<file path="config.mk">
export PLATFORM = sky130hd
export DESIGN_NAME = ecc_ram_port
export DESIGN_NICKNAME = d
export VERILOG_FILES = /design/src/rtl/ecc_ram_port.sv
export SDC_FILE = /design/constraint.sdc
export NUM_CORES = 1
export LEC_CHECK = 0
export ABC_AREA = 1
export CAP_MARGIN = 20
export CORE_UTILIZATION = 45
export DETAILED_ROUTE_END_ITERATION = 16
export PLACE_DENSITY_LB_ADDON = 0.15
export RECOVER_POWER = 50
export SLEW_MARGIN = 20
export SYNTH_ARGS = -nofsm -noshare
export SYNTH_HDL_FRONTEND = slang
export SYNTH_SLANG_ARGS = --single-unit
</file>
<file path="constraint.sdc">
create_clock -name clk -period 16.95 [get_ports clk]
set_input_delay 4.2375 -clock clk [delete_from_list [all_inputs] [get_ports clk]]
set_output_delay 4.2375 -clock clk [all_outputs]
set_load 0.05 [all_outputs]
</file>
<file path="src/rtl/ecc_ram_port.sv">
// SECDED-protected single-port memory responder: pipelined writes with error injection,
// pipelined reads with single-error correction and double-error detection.
module ecc_ram_port #(
  parameter int A_W   = 4,
  parameter int D_W   = 8,
  parameter int W_LAT = 3,
  parameter int R_LAT = 3,
  // Smallest P with 2**P >= D_W+P+1
  localparam int P_W  = (D_W <= 1)  ? 2 :
                        (D_W <= 4)  ? 3 :
                        (D_W <= 11) ? 4 :
                        (D_W <= 26) ? 5 :
                        (D_W <= 57) ? 6 :
                        (D_W <= 120) ? 7 : 8,
  localparam int CW_W = D_W + P_W + 1
) (
  input  logic            clk,
  input  logic            rst,
  input  logic            en,
  input  logic            we,
  input  logic [A_W-1:0]  addr,
  input  logic [D_W-1:0]  din,
  input  logic [CW_W-1:0] inj_mask,
  output logic [D_W-1:0]  dout,
  output logic            rd_valid,
  output logic            error,
  output logic            err_dbl
);

  localparam int DEPTH = 2 ** A_W;

  // Data bits occupy every non-power-of-two position >= 3, lowest data bit first.
  function automatic logic [CW_W-1:0] encode(input logic [D_W-1:0] d);
    logic [CW_W-1:0] cw;
    logic            par;
    int              k;
    cw = '0;
    k  = 0;
    for (int p = 1; p < CW_W; p++) begin
      if ((p & (p - 1)) != 0) begin
        cw[p] = d[k];
        k = k + 1;
      end
    end
    for (int i = 0; i < P_W; i++) begin
      par = 1'b0;
      for (int p = 1; p < CW_W; p++) begin
        if (((p >> i) & 1) != 0) par = par ^ cw[p];
      end
      cw[1 << i] = par;
    end
    cw[0] = ^cw[CW_W-1:1];
    return cw;
  endfunction

  function automatic logic [D_W-1:0] extract(input logic [CW_W-1:0] cw);
    logic [D_W-1:0] d;
    int             k;
    d = '0;
    k = 0;
    for (int p = 1; p < CW_W; p++) begin
      if ((p & (p - 1)) != 0) begin
        d[k] = cw[p];
        k = k + 1;
      end
    end
    return d;
  endfunction

  function automatic logic [P_W-1:0] syndrome(input logic [CW_W-1:0] cw);
    logic [P_W-1:0] s;
    s = '0;
    for (int p = 1; p < CW_W; p++) begin
      if (cw[p]) s = s ^ P_W'(p);
    end
    return s;
  endfunction

  logic [CW_W-1:0] mem_q     [DEPTH];
  logic            wr_vld_q  [W_LAT];
  logic [A_W-1:0]  wr_addr_q [W_LAT];
  logic [CW_W-1:0] wr_cw_q   [W_LAT];
  logic            rd_vld_q  [R_LAT];
  logic [CW_W-1:0] rd_cw_q   [R_LAT];

  logic [D_W-1:0]  dout_q, dout_d;
  logic            rd_valid_q;
  logic            error_q, error_d;
  logic            err_dbl_q, err_dbl_d;

  logic [CW_W-1:0] cw_raw, cw_fix;
  logic [P_W-1:0]  syn;
  logic            gpar;

  always_ff @(posedge clk or posedge rst) begin
    if (rst) begin
      wr_vld_q[0]  <= 1'b0;
      wr_addr_q[0] <= '0;
      wr_cw_q[0]   <= '0;
      rd_vld_q[0]  <= 1'b0;
      rd_cw_q[0]   <= '0;
    end else begin
      wr_vld_q[0]  <= en & we;
      wr_addr_q[0] <= addr;
      wr_cw_q[0]   <= encode(din) ^ inj_mask;
      rd_vld_q[0]  <= en & ~we;
      // Sampled before this edge's commit lands, so a same-edge write is not seen.
      rd_cw_q[0]   <= mem_q[addr];
    end
  end

  for (genvar gi = 1; gi < W_LAT; gi++) begin : g_wr_stage
    always_ff @(posedge clk or posedge rst) begin
      if (rst) begin
        wr_vld_q[gi]  <= 1'b0;
        wr_addr_q[gi] <= '0;
        wr_cw_q[gi]   <= '0;
      end else begin
        wr_vld_q[gi]  <= wr_vld_q[gi-1];
        wr_addr_q[gi] <= wr_addr_q[gi-1];
        wr_cw_q[gi]   <= wr_cw_q[gi-1];
      end
    end
  end

  for (genvar gi = 1; gi < R_LAT; gi++) begin : g_rd_stage
    always_ff @(posedge clk or posedge rst) begin
      if (rst) begin
        rd_vld_q[gi] <= 1'b0;
        rd_cw_q[gi]  <= '0;
      end else begin
        rd_vld_q[gi] <= rd_vld_q[gi-1];
        rd_cw_q[gi]  <= rd_cw_q[gi-1];
      end
    end
  end

  always_ff @(posedge clk or posedge rst) begin
    if (rst) begin
      for (int i = 0; i < DEPTH; i++) mem_q[i] <= '0;
    end else if (wr_vld_q[W_LAT-1]) begin
      mem_q[wr_addr_q[W_LAT-1]] <= wr_cw_q[W_LAT-1];
    end
  end

  always_comb begin
    cw_raw    = rd_cw_q[R_LAT-1];
    syn       = syndrome(cw_raw);
    gpar      = ^cw_raw;
    cw_fix    = cw_raw;
    error_d   = 1'b0;
    err_dbl_d = 1'b0;
    if (syn == '0) begin
      error_d = gpar;
    end else if (gpar && (int'(syn) < CW_W)) begin
      cw_fix  = cw_raw ^ (CW_W'(1) << syn);
      error_d = 1'b1;
    end else begin
      // Even-weight error, or a syndrome pointing past the codeword: uncorrectable.
      error_d   = 1'b1;
      err_dbl_d = 1'b1;
    end
    dout_d = extract(cw_fix);
  end

  always_ff @(posedge clk or posedge rst) begin
    if (rst) begin
      rd_valid_q <= 1'b0;
      dout_q     <= '0;
      error_q    <= 1'b0;
      err_dbl_q  <= 1'b0;
    end else begin
      rd_valid_q <= rd_vld_q[R_LAT-1];
      if (rd_vld_q[R_LAT-1]) begin
        dout_q    <= dout_d;
        error_q   <= error_d;
        err_dbl_q <= err_dbl_d;
      end
    end
  end

  assign dout     = dout_q;
  assign rd_valid = rd_valid_q;
  assign error    = error_q;
  assign err_dbl  = err_dbl_q;

endmodule

</file>
Word level (Yosys, flattened, before mapping):

Cells that the tools add are included.

* $add $sub $neg: 0
* multiply operators: 0
* div/mod/pow operators: 0
* magnitude comparators: 4
* equality and inequality tests: 0
* shift-type cells: 1
* multiplexer cells: 23
* bitwise operators: 32
* reductions and logical operators: 5

Operators by type and width (number)
* bitwise mux 208 bit: 1
* 2-to-1 mux 13 bit: 5
* binary-select mux 13 bit (select 4 bit): 1
* demux 13 bit (select 4 bit): 1
* XOR 13 bit: 2
* 2-to-1 mux 4 bit: 5
* XOR 1 bit: 14
* parity 13 bit: 1
* left shift 1 x 4 -> 13 bit, first input constant: 1
* 2-to-1 mux 3 bit: 4
* NOT 2 bit: 6
* parity 12 bit: 1
* greater-or-equal comparator 5 bit, second input constant: 2
* NOT 4 -> 5 bit: 2
* NOT 3 bit: 2
* less-than comparator 5 x 1 -> 1 bit, second input constant: 1
* logical NOT 4 bit: 1
* less-than comparator 4 bit, second input constant: 1
* 2-to-1 mux 1 bit: 4
* 2-to-1 mux 2 bit: 2
* NOT 1 bit, first input constant: 3
* AND 1 bit: 2
* logical AND 1 bit: 2
* NOT 1 bit: 1

* register bits after elaboration: 315
* bits in latches: 0
* memory bits (writable): 0
* ROM bits: 0
* bits of input ports: 29
* word-level logic and storage cells: 100
* memories: 0

Logic depth before layout (Yosys ltp):

* depth after elaboration: 24
* mapped depth: 14

Least setup slack after synthesis:

No wires, ideal clock.

* path kind: in2reg
* start point: input addr[0]
* end point: register rd_cw_q[27] (netlist bit)
* arrival time: 5.143 ns
* required time: 16.825 ns
* setup slack: 11.682 ns
* stages on the path: 6
* cells stage by stage: buf_2 buf_4 clkbuf_1 a21oi_1 o221ai_1 nand2_1

* cells in the longest elaborated chain, start to end: 4

Ends and longest elaborated chain
* from (decl): line 21 `input logic [A_W-1:0] addr,`
* NOT 4 -> 5 bit (implied by the code): line 108 `rd_cw_q[0] <= mem_q[addr];`
* binary-select mux 13 bit (select 4 bit): line 108
* 2-to-1 mux 13 bit (implied by the code) (2 in series): line 108
* to (decl): line 84 `logic [CW_W-1:0] rd_cw_q [R_LAT];`

Every way passes these cells. The select of a mux whose other input is x is not followed.
A chain may end at the register's enable or synchronous reset.

==> metrics.md <==
| Metric | Value |
|---|---|
| Area of the multi-input gates | `4532 um^2` |
| Worst hold start | `rd_cw_q[25]$_DFF_PP0_` |
| Met2 usage | `34.42%` |
| Setup violations, final | `0` |
| Layout area overhead | `13.99%` |
| Combinational fraction of design power | `15.9%` |
| CP Depth | `4` |
| Internal | `1.544 mW` |
| GRT Util Overall | `21.98%` |
| Via count | `9638` |
| Clock power share | `38.3%` |
| Reg2Reg Setup Slack | `14.39 ns` |
| Period utilisation layout | `44.21%` |
| Sequential group share of total power | `45.8%` |
| Initial antenna violation count | `0` |
| Final std cells w/o fill | `1868` |
| Leak pwr | `7.017 nW` |
| Core Box Area | `28860 um^2` |
| Pwr dens | `141.9 nW/um^2` |
| Clock buffer depth | `3` |
| Worst Path Arrival | `8.05 ns` |
| Final Worst Setup Slack | `9.456 ns` |
| Skew-Pair Late Insertion Delay | `0.52 ns` |
| Initial drt markers | `774` |
| Drt total wl | `31870 um` |
| First-pass GRT wire length | `51780 um` |
| CP Buf/Inv Count | `4` |
| Fillcell total | `2662` |
| Final Util | `52.49%` |
| Met1 GRT Util | `31.92%` |
| CTS buffer count | `34` |
| Largest net degree at the start of global routing | `118` |
| Routed length per instance | `17.06 um` |
| Slowest CP cell | `clkinvlp_2` |
| FF+latch area | `7883 um^2` |
| Power Total | `2.150 mW` |
| DRC viols | `0` |
| Slew Limit Headroom | `-111.0%` |
| Routability cong. | `0.8038` |
| Worst slack at placement | `9.760 ns` |
| Post-CTS sizing | `0` |
| Crit path kind | `in2async` |
| Worst Hold Path EP | `cw_raw[12]$_DFF_PP0_` |
| Area after DPL | `13920 um^2` |
| Max VDD drop | `0.00009959 V` |
| Remaining global-route overflow | `0` |
| GRT met3 Usage | `3.114%` |
| Syn Std Cell Area | `13290 um^2` |
| Worst-Margin Slew | `3.147 ns` |
| CTS root buffer | `clkbuf_16` |
| Die Span Y | `173.8 um` |
| Worst setup SP type | `input port` |
| Switching Fraction | `28.17%` |
| Final Hold Viols | `0` |
| Post-synth top area share | `59.32%` |
| Path depth of the worst reg2reg path | `3` |
| Layout cells sized above 1 | `6.065%` |
| Pre-antenna DRT Iters | `5` |
| Post-route ant nets | `0` |
| RR Endpoint | `mem_q[78]$_DFFE_PP0P_` |
| Layout Nets | `1487` |
| CP dominant cell by count | `buf_6` |
| Crit-path leading delay family | `buffers and inverters` |
| WHS | `0.3419 ns` |
| Sink Count | `315` |
| Avg Cell Area, Syn | `9.152 um^2` |
| Number of port buffers | `39` |
| Syn Inst Count | `1452` |
| Final Slew Violations | `180` |
| Post-synth top area cell | `dfrtp_1` |
| Hold-critical path depth | `0` |
| Io pins | `40` |
| Worst Skew | `0.01425 ns` |
| Fmax | `133.4 MHz` |
| Tmin final | `7.494 ns` |
| Sequential area share after synthesis | `59.32%` |
| Failing checks | `max-capacitance violations, max-slew violations` |
| Cts hold-fix bufs | `0` |
| Cell variety after synth | `26` |
| Detailed-route vias per instance | `5.160` |
| Post-DP HPWL | `19230 um` |
| Synth top area cells | `dfrtp_1 59%, o21ai_0 10%, nand2_1 9.3%` |
| Ant diodes | `0` |
| Outcome | `finished with violations` |
| Setup bufs post-CTS | `0` |
| DIE AREA | `30220 um^2` |
| Busiest grt layer | `met2` |
| Switching pwr | `605.7 uW` |
| Synth warn | `0` |
| Worst min-delay path category | `reg2reg` |
| H-tree depth | `2` |
| Vias in the first global route | `9217` |
| Clk slew on worst S/H paths | `0.07 ns` |
| Std-Cell Rows | `62` |
| Initial core utilization | `46.05%` |
| Setup crit end kind | `async pin` |
| CP cell instances | `dlygate4sd3_1 > clkinvlp_2 > buf_6 > buf_6` |
| FF-to-FF Start | `wr_vld_q[0]$_DFF_PP0_` |
| RSZ-0062 raised after global routing | `no` |
| Die Wd | `173.8 um` |
| Placed insts | `1805` |
| Critical-path maximum fanout | `83` |
| Mapped Nets | `1481` |
| Critical path's largest stage delay | `1.77 ns` |
| #FFs+latches synth | `315` |
| WP data required | `17.50 ns` |
| Design area | `15150 um^2` |
| Max Cap Viol | `5` |
| CTS tree | `done` |
| Setup TNS | `0 ns` |
[per-layer routing]
layer,vias to the layer above,part of all wire (%)
met1,4602,47
met3,41,5.1
met4,0,2.0
li1,4764,-
met5,-,0
met2,231,46
[cell families (layout without fill, tap and decap cells)]
logic type,count (synthesis),in the layout,share of synthesized area (%)
flops,315,315,59.32
buf+inv,211,243,6.355
compound gates,414,414,16.34
simple gates,457,457,14.12
mux,25,25,1.883
xor+xnor,30,30,1.977
[worst max-delay path by stage]
| stage | startpoint | slack [ns] | to |
|---|---|---|---|
| finish | rst | 9.46 | rd_cw_q[18]$_DFF_PP0_ |
| global route | rst | 8.82 | mem_q[97]$_DFFE_PP0P_ |
| CTS | rst | 10.30 | rd_cw_q[18]$_DFF_PP0_ |
| detailed placement | rst | 9.76 | rd_cw_q[23]$_DFF_PP0_ |
| global placement | rst | 9.76 | mem_q[97]$_DFFE_PP0P_ |
| floorplan | rst | 4.00 | cw_raw[0]$_DFF_PP0_ |
[state kept, by name (all words and copies together), names as in the netlist]
register,flops
cw_raw,13
rd_cw_q,26
wr_addr_q,12
dout,8
mem_q,208
err_dbl,1
rd_vld_q,3
rd_valid,1
wr_cw_q,39
error,1
wr_vld_q,3
[synthesized netlist by cell type]
library cell / count
a21oi_1: 111
buf_1: 3
buf_2: 29
buf_4: 2
buf_6: 1
clkbuf_1: 51
clkbuf_2: 1
clkinv_1: 2
dfrtp_1: 315
inv_1: 118
inv_2: 4
mux2i_1: 25
nand2_1: 331
nand2_2: 14
nand3_1: 43
nand4_1: 9
nor2_1: 48
nor2_2: 8
nor2_4: 4
o211ai_1: 12
o21ai_0: 270
o21ai_1: 1
o221ai_1: 18
o22ai_1: 2
xnor2_1: 12
xor2_1: 18
[cell type report]
class | instances | share of cell area [%]
inverters | 124 | 3.081
clock inverters | 14 | 1.545
repair buffers | 57 | 3.403
multi-input cells | 926 | 29.92
clock buffers | 48 | 6.847
flip-flops and latches | 315 | 52.04
well taps | 384 | 3.172
[cell usage in the layout, fill, tap and decap left out, types with 2 or more instances in the layout]
| cell | instances |
|---|---|
| buf_6 | 4 |
| dfrtp_1 | 315 |
| buf_4 | 4 |
| o21ai_0 | 271 |
| clkbuf_1 | 14 |
| nand2_1 | 335 |
| xor2_1 | 18 |
| nand2_2 | 10 |
| clkdlybuf4s50_1 | 27 |
| o211ai_1 | 12 |
| mux2i_1 | 25 |
| clkinv_2 | 6 |
| a21oi_1 | 111 |
| nor2_1 | 52 |
| nor2_2 | 6 |
| clkbuf_8 | 7 |
| o22ai_1 | 2 |
| clkinv_1 | 2 |
| inv_2 | 3 |
| clkbuf_16 | 37 |
| xnor2_1 | 12 |
| dlygate4sd3_1 | 10 |
| nor2_4 | 2 |
| bufinv_16 | 6 |
| o221ai_1 | 18 |
| nand3_1 | 43 |
| nand4_1 | 9 |
| inv_1 | 118 |
[power by group through the flow]
stage	Sequential, mW	Combinational (mW)	Clock, mW
CTS	0.985	0.349	0.840
global placement	0.995	0.340	0
detailed placement	0.998	0.347	0
finish	0.985	0.341	0.824
floorplan	0.991	0.249	0
global route	1.00	0.395	0.870
[worst reg2reg max path: cells and delay by family, from the launching register on]
| family | cells | cell delay, ns |
|---|---|---|
| and+or+nand+nor | 2 | 1.58 |
| DFF | 1 | 0.54 |
| AOI/OAI and AO/OA | 1 | 0.25 |
No activity file was read; power rests on OpenSTA's default activity.
